**src/rtl/jtag_cfg_pkg.sv**
```systemverilog
// Shared types and helpers for the JTAG/local configuration commit scheduler.
package jtag_cfg_pkg;

  typedef enum logic [1:0] {
    IDLE,
    GRANT,
    WAIT,
    APPLY
  } cfg_state_t;

  typedef enum logic {
    JTAG,
    LOCAL
  } req_src_t;

  // Bit offset of bank entry idx when entries are W bits wide.
  function automatic int unsigned cfg_off(input int unsigned idx, input int unsigned w);
    return idx * w;
  endfunction

endpackage

```
**src/rtl/jtag_cfg_sched_rr_pick.sv**
```systemverilog
// Combinational NFUNC-way round-robin picker: first request at or after i_ptr wins.
module cfg_rr_pick #(
  parameter int NFUNC = 4,
  parameter int FW    = 2
) (
  input  logic [NFUNC-1:0] i_req,
  input  logic [FW-1:0]    i_ptr,
  output logic [NFUNC-1:0] o_gnt,
  output logic [FW-1:0]    o_idx,
  output logic             o_vld
);

  always_comb begin
    int unsigned w_ptr;
    int unsigned w_cand;
    o_gnt  = '0;
    o_idx  = '0;
    o_vld  = 1'b0;
    w_ptr  = 32'(i_ptr);
    w_cand = 0;
    for (int unsigned k = 0; k < NFUNC; k++) begin
      w_cand = (w_ptr + k) % NFUNC;
      if (!o_vld && i_req[w_cand]) begin
        o_vld         = 1'b1;
        o_gnt[w_cand] = 1'b1;
        o_idx         = FW'(w_cand);
      end
    end
  end

endmodule

```
**src/rtl/jtag_cfg_sched.sv**
```systemverilog
// Commits JTAG-update and local-port configuration words into a shared bank,
// deferring while the datapath is busy, with optional triplicated storage.
module jtag_cfg_sched
  import jtag_cfg_pkg::*;
#(
  parameter int                  NFUNC     = 4,
  parameter int                  W         = 8,
  parameter int                  FW        = 2,
  parameter logic [NFUNC*W-1:0]  DEF_VALUE = '0,
  parameter int                  TMO       = 255,
  parameter int                  TMO_W     = 8,
  parameter int                  TMR       = 0
) (
  input  logic                 CLK,
  input  logic                 RST,
  input  logic [NFUNC-1:0]     UPD_STB,
  input  logic [NFUNC*W-1:0]   JTAG_PO,
  input  logic                 LCL_REQ,
  input  logic [FW-1:0]        LCL_FUNC,
  input  logic [W-1:0]         LCL_DATA,
  output logic                 LCL_ACK,
  input  logic                 BUSY_IN,
  input  logic                 CLR_ERR,
  output logic [NFUNC*W-1:0]   CFG_OUT,
  output logic [NFUNC-1:0]     CFG_STB,
  output logic [NFUNC-1:0]     PEND,
  output logic                 TMO_ERR
);

  cfg_state_t         r_state;
  cfg_state_t         w_state_nxt;
  req_src_t           r_last;
  req_src_t           r_gnt_src;
  logic [FW-1:0]      r_ptr;
  logic [NFUNC-1:0]   r_pend;
  logic [NFUNC-1:0]   r_gnt_oh;
  logic [NFUNC-1:0]   r_stb;
  logic [W-1:0]       r_data;
  logic [TMO_W-1:0]   r_cnt;
  logic               r_ack;
  logic               r_tmo_err;

  logic [NFUNC-1:0]   w_rr_gnt;
  logic [FW-1:0]      w_rr_idx;
  logic               w_rr_vld;
  logic [FW-1:0]      w_ptr_nxt;
  logic               w_take_local;
  logic               w_tmo_hit;
  logic [NFUNC-1:0]   w_lcl_oh;
  logic [NFUNC-1:0]   w_pend_clr;
  logic [W-1:0]       w_jtag_word;
  logic [NFUNC*W-1:0] w_bank_q;
  logic [NFUNC*W-1:0] w_bank_d;

  cfg_rr_pick #(
    .NFUNC (NFUNC),
    .FW    (FW)
  ) u_rr_pick (
    .i_req (r_pend),
    .i_ptr (r_ptr),
    .o_gnt (w_rr_gnt),
    .o_idx (w_rr_idx),
    .o_vld (w_rr_vld)
  );

  always_comb begin
    int unsigned w_nxt;
    w_nxt     = (32'(w_rr_idx) + 1) % NFUNC;
    w_ptr_nxt = FW'(w_nxt);
  end

  // Out-of-range local targets decode to an all-zero one-hot: acked, never written.
  always_comb begin
    w_lcl_oh = '0;
    for (int unsigned i = 0; i < NFUNC; i++) begin
      w_lcl_oh[i] = (32'(LCL_FUNC) == i);
    end
  end

  always_comb begin
    w_jtag_word = '0;
    for (int unsigned i = 0; i < NFUNC; i++) begin
      if (r_gnt_oh[i]) begin
        w_jtag_word = w_jtag_word | JTAG_PO[cfg_off(i, W) +: W];
      end
    end
  end

  assign w_pend_clr = (r_state == APPLY && r_gnt_src == JTAG) ? r_gnt_oh : '0;

  always_comb begin
    w_state_nxt  = r_state;
    w_take_local = 1'b0;
    w_tmo_hit    = 1'b0;
    unique case (r_state)
      IDLE: begin
        if (w_rr_vld || LCL_REQ) begin
          w_state_nxt  = GRANT;
          w_take_local = LCL_REQ && !(r_last == LOCAL && w_rr_vld);
        end
      end
      GRANT: begin
        w_state_nxt = BUSY_IN ? WAIT : APPLY;
      end
      WAIT: begin
        if (!BUSY_IN) begin
          w_state_nxt = APPLY;
        end else if ((TMO != 0) && (int'(r_cnt) == TMO - 1)) begin
          w_state_nxt = APPLY;
          w_tmo_hit   = 1'b1;
        end
      end
      APPLY: begin
        w_state_nxt = IDLE;
      end
      default: begin
        w_state_nxt = IDLE;
      end
    endcase
  end

  always_ff @(posedge CLK or posedge RST) begin
    if (RST) begin
      r_state   <= IDLE;
      r_last    <= JTAG;
      r_gnt_src <= JTAG;
      r_ptr     <= '0;
      r_pend    <= '0;
      r_gnt_oh  <= '0;
      r_stb     <= '0;
      r_data    <= '0;
      r_cnt     <= '0;
      r_ack     <= 1'b0;
      r_tmo_err <= 1'b0;
    end else begin
      r_state <= w_state_nxt;
      r_pend  <= (r_pend & ~w_pend_clr) | UPD_STB;
      r_stb   <= '0;
      r_ack   <= 1'b0;
      if (r_state == IDLE && w_state_nxt == GRANT) begin
        if (w_take_local) begin
          r_gnt_src <= LOCAL;
          r_last    <= LOCAL;
          r_gnt_oh  <= w_lcl_oh;
        end else begin
          r_gnt_src <= JTAG;
          r_last    <= JTAG;
          r_gnt_oh  <= w_rr_gnt;
          r_ptr     <= w_ptr_nxt;
        end
      end
      if (r_state == GRANT) begin
        r_data <= (r_gnt_src == LOCAL) ? LCL_DATA : w_jtag_word;
        r_cnt  <= '0;
      end
      if (r_state == WAIT) begin
        r_cnt <= r_cnt + TMO_W'(1);
      end
      if (r_state == APPLY) begin
        r_stb <= r_gnt_oh;
        r_ack <= (r_gnt_src == LOCAL);
      end
      if (w_tmo_hit) begin
        r_tmo_err <= 1'b1;
      end else if (CLR_ERR) begin
        r_tmo_err <= 1'b0;
      end
    end
  end

  always_comb begin
    w_bank_d = w_bank_q;
    if (r_state == APPLY) begin
      for (int unsigned i = 0; i < NFUNC; i++) begin
        if (r_gnt_oh[i]) begin
          w_bank_d[cfg_off(i, W) +: W] = r_data;
        end
      end
    end
  end

  // Every copy reloads from the voted value each cycle, so a single upset heals.
  if (TMR != 0) begin : g_tmr
    logic [NFUNC*W-1:0] r_cp0;
    logic [NFUNC*W-1:0] r_cp1;
    logic [NFUNC*W-1:0] r_cp2;

    always_ff @(posedge CLK or posedge RST) begin
      if (RST) begin
        r_cp0 <= DEF_VALUE;
        r_cp1 <= DEF_VALUE;
        r_cp2 <= DEF_VALUE;
      end else begin
        r_cp0 <= w_bank_d;
        r_cp1 <= w_bank_d;
        r_cp2 <= w_bank_d;
      end
    end

    assign w_bank_q = (r_cp0 & r_cp1) | (r_cp0 & r_cp2) | (r_cp1 & r_cp2);
  end else begin : g_plain
    logic [NFUNC*W-1:0] r_cp0;

    always_ff @(posedge CLK or posedge RST) begin
      if (RST) begin
        r_cp0 <= DEF_VALUE;
      end else begin
        r_cp0 <= w_bank_d;
      end
    end

    assign w_bank_q = r_cp0;
  end

  assign CFG_OUT = w_bank_q;
  assign CFG_STB = r_stb;
  assign PEND    = r_pend;
  assign LCL_ACK = r_ack;
  assign TMO_ERR = r_tmo_err;

endmodule

```
**config.mk**
```make
export PLATFORM = sky130hd
export DESIGN_NAME = jtag_cfg_sched
export DESIGN_NICKNAME = d
export VERILOG_FILES = /design/src/rtl/jtag_cfg_pkg.sv /design/src/rtl/jtag_cfg_sched_rr_pick.sv /design/src/rtl/jtag_cfg_sched.sv
export SDC_FILE = /design/constraint.sdc
export NUM_CORES = 1
export LEC_CHECK = 0
export ABC_AREA = 1
export CAP_MARGIN = 20
export CORE_ASPECT_RATIO = 0.75
export CORE_MARGIN = 4
export CORE_UTILIZATION = 52
export DETAILED_ROUTE_END_ITERATION = 12
export PLACE_DENSITY_LB_ADDON = 0.25
export SETUP_SLACK_MARGIN = 0.05
export SKIP_LAST_GASP = 1
export SLEW_MARGIN = 15
export SYNTH_ARGS = -nofsm -noshare
export SYNTH_HDL_FRONTEND = slang
export SYNTH_SLANG_ARGS = --single-unit
```
**constraint.sdc**
```tcl
create_clock -name CLK -period 5 [get_ports CLK]
set_input_delay 1 -clock CLK [delete_from_list [all_inputs] [get_ports CLK]]
set_output_delay 1 -clock CLK [all_outputs]
set_load 0.05 [all_outputs]
```
### After elaboration in Yosys (flattened, before gate mapping)

Index checks and enable logic that the tools add are counted.

| storage, ports and cells | value |
|---|---|
| logic and storage cells | 123 |
| flip-flop bits (word level) | 67 |

| cells by class | value |
|---|---|
| bitwise logic cells | 11 |
| reductions and logical operators | 25 |
| order comparisons | 8 |
| multiplexer cells | 52 |
| add/sub/neg operators | 5 |
| equal/unequal tests | 8 |

Operators with widths:

| operator | count |
|---|---|
| $mux W8 | 7 |
| $mux W4 | 7 |
| $or A8 B8 Y8 | 3 |
| $mux W1 | 22 |
| $or A4 B4 Y4 | 4 |
| $mux W2 | 7 |
| $lt A2 B3 Y1 const B | 4 |
| $logic_and A1 B1 Y1 | 11 |
| $reduce_and A2 Y1 | 5 |
| $add A8 B1 Y8 const B | 1 |
| $bmux W1 S2 | 4 |
| $demux W1 S2 | 4 |
| $eq A2 B2 Y1 const B | 4 |
| $eq A8 B2 Y1 const B | 1 |
| $ge A2 B1 Y1 const B | 4 |
| $pmux W2 S4 | 1 |
| $eq A2 B1 Y1 const B | 3 |
| $add A2 B1 Y2 const B | 2 |
| $add A2 B2 Y2 const B | 2 |
| $and A4 B4 Y4 | 1 |
| $logic_not A1 Y1 | 4 |
| $logic_not A2 Y1 | 2 |
| $not A4 Y4 | 1 |
| $reduce_bool A2 Y1 | 2 |
| 2 further kinds | 3 |

### Depth between registers and ports, before layout

| depth | value |
|---|---|
| word-level depth | 19 |
| mapped depth | 14 |

### Cells and area by module

Synthesis repeated with hierarchy kept, for this count alone.

| second synthesis, totals | value |
|---|---|
| cells, all modules | 435 |
| area total of the unflattened synthesis | 3455.8 um^2 |

Modules (own cells, without submodules):

| module | area an instance (um^2) | instances | cells an instance | sequential area each (um^2) |
|---|---|---|---|---|
| jtag_cfg_sched | 3015.4 | 1 | 361 | 1676.6 |
| cfg_rr_pick | 440.4 | 1 | 74 | 0.0 |

### Worst setup path before layout

No wires, ideal clock.

| path | value |
|---|---|
| kind | register to register |
| start point | register r_ptr[0] |
| end point | register r_gnt_oh[0] |
| path slack | 3.002 ns |
| data arrival time | 1.874 ns |
| cell stages (with the launch flop) | 13 |
| data required time | 4.876 ns |
| cells stage by stage | dfrtp_1 -> inv_2 -> ha_1 -> inv_1 -> nand3_1 -> nand2_2 -> nand2_4 -> nor2_8 -> nand3_2 -> nand2_4 -> nor2_4 -> nand2_1 -> nand3_1 |

| between the ends | value |
|---|---|
| cells in the longest elaborated chain, start to end | 18 |
| elaborated cells on any way between the ends | 59 |
| classes of those cells | add/sub: 3; order compare: 8; eq/ne: 1; mux: 29; bitwise: 3; reduce/logical: 15 |

Ends and longest elaborated chain:

| what | RTL line | RTL |
|---|---|---|
| start: declaration | jtag_cfg_sched.sv:34 | `logic [FW-1:0] r_ptr;` |
| start signal: assignment | jtag_cfg_sched.sv:149 | `r_ptr <= w_ptr_nxt;` |
| branches (longest 18 deep; another with $add A2 B1 Y2) | - |  |
| end signal: assignment | jtag_cfg_sched.sv:144 | `r_gnt_oh <= w_lcl_oh;` |
| end signal: assignment | jtag_cfg_sched.sv:148 | `r_gnt_oh <= w_rr_gnt;` |
| end: declaration | jtag_cfg_sched.sv:36 | `logic [NFUNC-1:0] r_gnt_oh;` |

Several ways; the timed one is not identified. The select of a mux whose other input is x is not followed.
A chain may end at the register's enable or synchronous reset.

### Worst setup path after layout

| path | value |
|---|---|
| start point | register r_pend[3], in the netlist PEND[3] |
| end point | output PEND[3] |

RTL lines:

| what | RTL line | RTL |
|---|---|---|
| start: declaration | jtag_cfg_sched.sv:35 | `logic [NFUNC-1:0] r_pend;` |
| start signal: assignment | jtag_cfg_sched.sv:137 | `r_pend <= (r_pend & ~w_pend_clr) \| UPD_STB;` |
| end: declaration | jtag_cfg_sched.sv:26 | `output logic [NFUNC-1:0] PEND,` |

No word-level cell between the ends.

==> flow_summary.yaml <==
run_status:
  status: "finished clean"
yosys:
  synth-compound-area-share_pct: 13.19
  yosysMostFrequentCell: "nand2_1"
  synth_nets: 486
  synth_top_family_by_area: "simple AND/OR/NAND/NOR gates"
  synth_area_leaders: "dfrtp_1 49%, nand2_1 15%, o21ai_0 6.0%"
  synthTopCellsByCount: "135 x nand2_1, 67 x dfrtp_1, 41 x inv_1, 41 x o21ai_0, 30 x nand3_1"
  syn_inst: 421
  synth.distinct_cells: 31
  synth_xor_area_share_pct: 0
  ys_seq_area_share_pct: 49.08
  synthMuxAreaShare_pct: 0
  yosys.area_share.simple_pct: 26.15
  avgSynthCellArea_um2: 8.113
  synth_flop_cell: "dfrtp_1"
  netlist_area_mm2: 0.003416
  synth.largest_area_cell: "dfrtp_1"
  synth_seq_cells: 67
  synthAdderAreaFrac_pct: 5.128
  ys_async_sr_fraction_pct: 100.0
  ys.warnings.count: 0
  synth_edf_count: 0
  yosysTopAreaCellShare_pct: 49.08
setup_path:
  crit_chain: "clkdlybuf4s50_1"
  r2r-start: "r_ptr[0]"
  crit_path_end_kind: "output port"
  cp_top_family: "buffers and inverters"
  cp_max_fo: 5
  cp.arrival_ns: 1.60
  reg2reg_to: "r_gnt_oh[3]"
  regToRegSetupSlack_ns: 2.60
  rr_worst_depth: 11
  criticalPathCategory: "flip-flop to output port"
  crit_required_ns: 4.00
  path_buf_inv: 1
  cpPeakStageDelay_ns: 0.84
  slowest_stage: "clkdlybuf4s50_1"
  start_kind: "flip-flop"
hold_path:
  min-delay-start: "CFG_OUT[10]"
  hold_path_end: "CFG_OUT[10]"
  hold_class: "flip-flop to flip-flop"
  hold_depth: 2
finish:
  area_delta_synth_final_pct: 34.51
  fin_cells: 597
  antenna_cells: 0
  layout-drive-gt1-share_pct: 6.395
  nets: 576
  final_util_pct: 72.35
power_and_ir_drop:
  p_switching_mw: 1.568
  leakagePower_nw: 2.217
  peakVddDrop_mv: 0.2436
  switching_share_pct: 50.56
  powerDensity_mw_per_mm2: 675.1
  p_int_mw: 1.533
  p_clk_share_pct: 14.7
  p_comb_share_pct: 55.5
  p_seq_share_pct: 29.8
global_route:
  overflow: 0
  grt_antenna_before_repair: 0
  grt_max_degree: 40
  track_usage_pct: 24.11
  grt_pass1_vias: 3103
  grt_pass1_wl_um: 14950
route:
  via_per_inst: 5.436
  vias: 3245
  postRouteAntennaNets: 0
  routedWlPerCell_um: 15.56
  drc: 0
  drt_iter0_drc: 193
  dr.pass1.iters: 5
  routed_wl_um: 9292
die:
  die_y_um: 78.19
  start_util_pct: 53.79
  io_pins: 93
  core_area_mm2: 0.006350
  rows: 25
  dieArea_mm2: 0.007943
  fp.dieW_um: 101.6
sta:
  tns_ns: 0
  fmax_mhz: 384.7
  hold_viol: 0
  slew_violations: 0
  rsz0062_at_grt: "no"
  finalCritPeriodShare_pct: 51.99
  worstMarginPinSlew_ns: 0.7947
  setup_viol: 0
  finClkSkew_ns: 0.008964
  setup_ws_ns: 2.401
  layout_min_cycle_time_ns: 2.599
  relSlewSlack_pct: 46.95
cts:
  clockBufferDepth: 2
  cts.sinks: 67
  cts_tree: "done"
  cts_made_buffers: 9
  h-tree-depth: 3
  ctsRootBufferMaster: "clkbuf_8"
  cts_setup_buffers: 0
  clock_latency_ns: 0.35
  hold_buffers: 0
  cts-resized-gates: 0
  clkTransAtPathRegs_ns: 0.07
placement:
  dp.cells: 581
  gp_congestion: 0.8691
  port_buffers: 92
  hpwl_um: 6789
  post-place-ws_ns: 2.598
flow_run:
  drv_cap: 0
## cell type report
type / instances / area, µm²
multi-input cells: 296 / 1519
clock inverters: 6 / 63.81
inverters: 44 / 167.7
well taps: 81 / 101.3
clock buffers: 10 / 137.6
repair buffers: 93 / 928.4
flip-flops and latches: 67 / 1677
fillers: 478 / 1755
## routing by layer
layer / vias up / wire length, µm / track usage, %
met5: - / 0 / 0
met1: 1539 / 4248 / 33.97
met2: 134 / 4213 / 36.55
li1: 1554 / - / -
met4: 0 / 144 / 8.234
met3: 18 / 686 / 5.684
## metrics by stage
stage          power [mW]  hold WS (ns)  instance area [µm²]
2_1_floorplan       2.083        0.5074                 3416
3_3_place_gp        2.582        0.4652                 4393
3_5_place_dp        2.633        0.4724                 4393
4_1_cts             3.092        0.4909                 4594
5_1_grt             3.291        0.5136                 4594
6_report            3.102        0.4848                 4594
## registers in the layout, summed over array words and instances, names as in the netlist
name,count
CFG_OUT,32
CFG_STB,4
LCL_ACK,1
PEND,4
TMO_ERR,1
r_cnt,8
r_data,8
r_gnt_oh,4
r_gnt_src,1
r_ptr,2
r_state,2
## cell usage in the layout (no fill, tap or decap), drive strengths merged, types with 11 or more instances in the layout
cell / instances
nor2: 18
clkdlybuf4s50: 92
o21ai: 42
dfrtp: 67
o22ai: 11
inv: 45
nand2: 140
nand3: 32
ha: 14
## how the worst max path moves through the flow
stage,from,endpoint,slack (ns),depth (start not counted)
3_5_place_dp,RST,CFG_OUT[20],2.60,3
6_report,PEND[3],PEND[3],2.40,1
5_1_grt,PEND[3],PEND[3],2.36,1
4_1_cts,PEND[3],PEND[3],2.38,1
2_1_floorplan,RST,CFG_OUT[0],2.32,1
3_3_place_gp,RST,r_data[4],2.61,3
## power by group through the flow
stage / clock network (mW) / logic, mW / registers (mW)
after CTS: 0.462 / 1.71 / 0.920
after global placement: 0 / 1.66 / 0.921
after global routing: 0.484 / 1.86 / 0.949
after detailed placement: 0 / 1.70 / 0.930
after floorplan: 0 / 0.787 / 1.30
final: 0.457 / 1.72 / 0.924
## kinds of logic after synthesis
| group | count (synthesis) |
|---|---|
| AO/OA/AOI/OAI | 78 |
| adder cells (fa/ha/maj) | 14 |
| buffers and inverters | 58 |
| flip-flops | 67 |
| AND/OR/NAND/NOR | 204 |
Note: power is estimated with default switching activity, not from simulation.
==> edit 1 (config.mk and constraints unchanged) <==
Put one more register stage on the output `TMO_ERR`. The value now appears one clock later. The other outputs are not delayed to match.
--- a/src/rtl/jtag_cfg_sched.sv
+++ b/src/rtl/jtag_cfg_sched.sv
@@ -217,5 +217,7 @@
   assign PEND    = r_pend;
   assign LCL_ACK = r_ack;
-  assign TMO_ERR = r_tmo_err;
+  always_ff @(posedge CLK) begin
+    TMO_ERR <= r_tmo_err;
+  end
 
 endmodule
Check against the original RTL: no difference found for any inputs over 4 cycles, from zero or initial values and one cycle with RST high; that may be too few to reach the edited logic, so the function may still have changed.
==> edit 1 against the unedited design <==
  * Final area increased by 0.38%
  * Power up 0.21%
  * Area after synthesis up 0.59%
  * Sequential cell count increased by 1
  * First-iteration DRC count up 34%
  * Worst setup slack improved by 0.010 ns
  * Wire length about the same
  * Critical endpoint unchanged
==> edit 1: results <==
group,metric,value,unit
pwr,pwr-share-clk,14.4,%
hold_path,whs_path_depth,0,
global_routing,grt_pass1_vias,3071,
synth,synth.area.top_cells,"dfrtp_1, nand2_1, o21ai_0, ha_1, inv_1",
timing,skew,0.0136,ns
final_layout,clock_buffers,9,
synth,syn_nets,487,
synth,syn_area_per_cell,8.14,sq um
synth,async_reset_ff_share,98.5,%
placed_design,gp_congestion,0.888,
pwr,power_density,674,nW/um^2
hold_path,holdPathEnd,"TMO_ERR",
detailed_routing,met1_length,3970,um
placed_design,placed_area,4410,sq um
final_layout,largest_reg_flops,32,
timing,fin_hold_ws,0.391,ns
final_layout,nonClkBufAreaFrac,20.1,%
pwr,p_sw,0.00158,W
synth,yosysSeqAreaShare,49.4,%
global_routing,grt_use_total,24.8,%
detailed_routing,drt-wirelength-per-cell,15.5,um
status,status,"finished clean",
clocking,cts.sink_count,68,
setup_path,reg2regPathDepth,12,
hold_path,min-delay-start,"r_tmo_err",
clocking,insertion_delay,0.35,ns
timing,tightest_slew,0.613,ns
final_layout,nets,577,
final_layout,fin_area,4610,sq um
detailed_routing,via_per_inst,5.42,
global_routing,grt_max_degree,44,
final_layout,sh_seq_area,36.8,%
-- edit 1: cell types whose count changed in the layout (fill, tap and decap cells not counted) --
cell	delta
clkinv_4	+3
dfxtp_1	+1
clkbuf_8	-1
clkinvlp_4	-2
-- edit 1: metrics by stage --
step | std cells | worst slack (ns)
after floorplan | 422 | 2.32
after global placement | 582 | 2.65
after detailed placement | 582 | 2.63
after CTS | 598 | 2.39
after global routing | 598 | 2.33
final | 598 | 2.41
-- edit 1: cell families after synthesis --
group                      synth area share (%)
buffers and inverters                      6.41
DFF                                        49.4
AOI/OAI and AO/OA                          13.1
adders and majority gates                  5.10
and+or+nand+nor                            26.0
-- edit 1: per-layer routing --
layer | vias up | GRT usage (%)
met1 | 1514 | 35.1
met2 | 151 | 37.7
met4 | 0 | 8.52
met5 | - | 0
li1 | 1560 | -
met3 | 18 | 5.77
==> edit 2 (same flow settings) <==
Made on the original files. The parameter `TMO` goes from 255 to 128.
--- a/src/rtl/jtag_cfg_sched.sv
+++ b/src/rtl/jtag_cfg_sched.sv
@@ -8,5 +8,5 @@
   parameter int                  FW        = 2,
   parameter logic [NFUNC*W-1:0]  DEF_VALUE = '0,
-  parameter int                  TMO       = 255,
+  parameter int                  TMO       = 128,
   parameter int                  TMO_W     = 8,
   parameter int                  TMR       = 0
Behaviour: same outputs for any inputs over 4 cycles, from zero or initial values and one cycle with RST high; that may be too few to reach the edited logic, so the function may still have changed.
==> edit 2 against the unedited design <==
  * Worst hold slack worse by 0.018 ns
  * Area after synthesis down 1.0%
  * Critical path depth unchanged
  * Final area down 1.3%
  * Die area down 0.93%
  * Clock power down 12%
  * Power down 2.1%
  * Worst setup slack worse by 0.0053 ns
  * Wire length down 2.7%
  * Register-to-register slack about the same
  * Sequential cell count unchanged
  * Critical endpoint unchanged
==> edit 2: results <==
group,metric,value,unit
placed_design,gp_congestion,0.848,
global_routing,grt_use_met3,7.37,%
detailed_routing,met1_length,3910,um
final_layout,n_fill_cell,498,
timing,clock.fmax,0.384,GHz
detailed_routing,wl_met3,866,um
global_routing,use_met1,33.1,%
final_layout,drive_gt1_share,6.30,%
final_layout,multi_input_cells,291,
setup_path,r2r-end,"r_gnt_oh[1]",
clocking,htreeDepth,3,
detailed_routing,via_per_inst,5.35,
pwr,p_leak,2.21,nW
global_routing,grt_pass1_wl,15000,um
detailed_routing,drt_iter0_markers,210,
final_layout,fin_util,71.8,%
synth,synth_compound_area_share,13.6,%
synth,synthTopCellsByCount,"nand2_1, dfrtp_1, o21ai_0, inv_1, nand3_1",
placed_design,placed_area,4360,sq um
synth,synthAdderAreaFrac,4.81,%
synth,ys_types,30,
pwr,peakVddDrop,233,uV
placed_design,dp.cells,573,
synth,syn_nets,477,
detailed_routing,wl,9040,um
global_routing,met2_usage,38.3,%
status,status,"finished clean",
final_layout,nonClkBufAreaFrac,20.5,%
pwr,p_sw,0.00157,W
final_layout,n_all_inverters,41,
timing,skew,0.00962,ns
-- edit 2: worst min path at each step --
| stage | start | endpoint | slack (ns) | depth (start not counted) |
|---|---|---|---|---|
| 2_1_floorplan | r_cnt[7] | r_cnt[7] | 0.43 | 1 |
| 3_3_place_gp | r_cnt[7] | r_cnt[7] | 0.45 | 1 |
| 3_5_place_dp | r_cnt[7] | r_cnt[7] | 0.46 | 1 |
| 4_1_cts | r_cnt[7] | r_cnt[7] | 0.47 | 1 |
| 5_1_grt | CFG_OUT[9] | CFG_OUT[9] | 0.51 | 2 |
| 6_report | r_cnt[7] | r_cnt[7] | 0.47 | 1 |
-- edit 2: power groups by stage --
stage / combinational, W / clock, W / sequential [W]
floorplan: 0.000776 / 0 / 0.00130
global route: 0.00185 / 0.000432 / 0.000954
global placement: 0.00164 / 0 / 0.000926
finish: 0.00171 / 0.000401 / 0.000924
detailed placement: 0.00170 / 0 / 0.000931
CTS: 0.00170 / 0.000407 / 0.000921
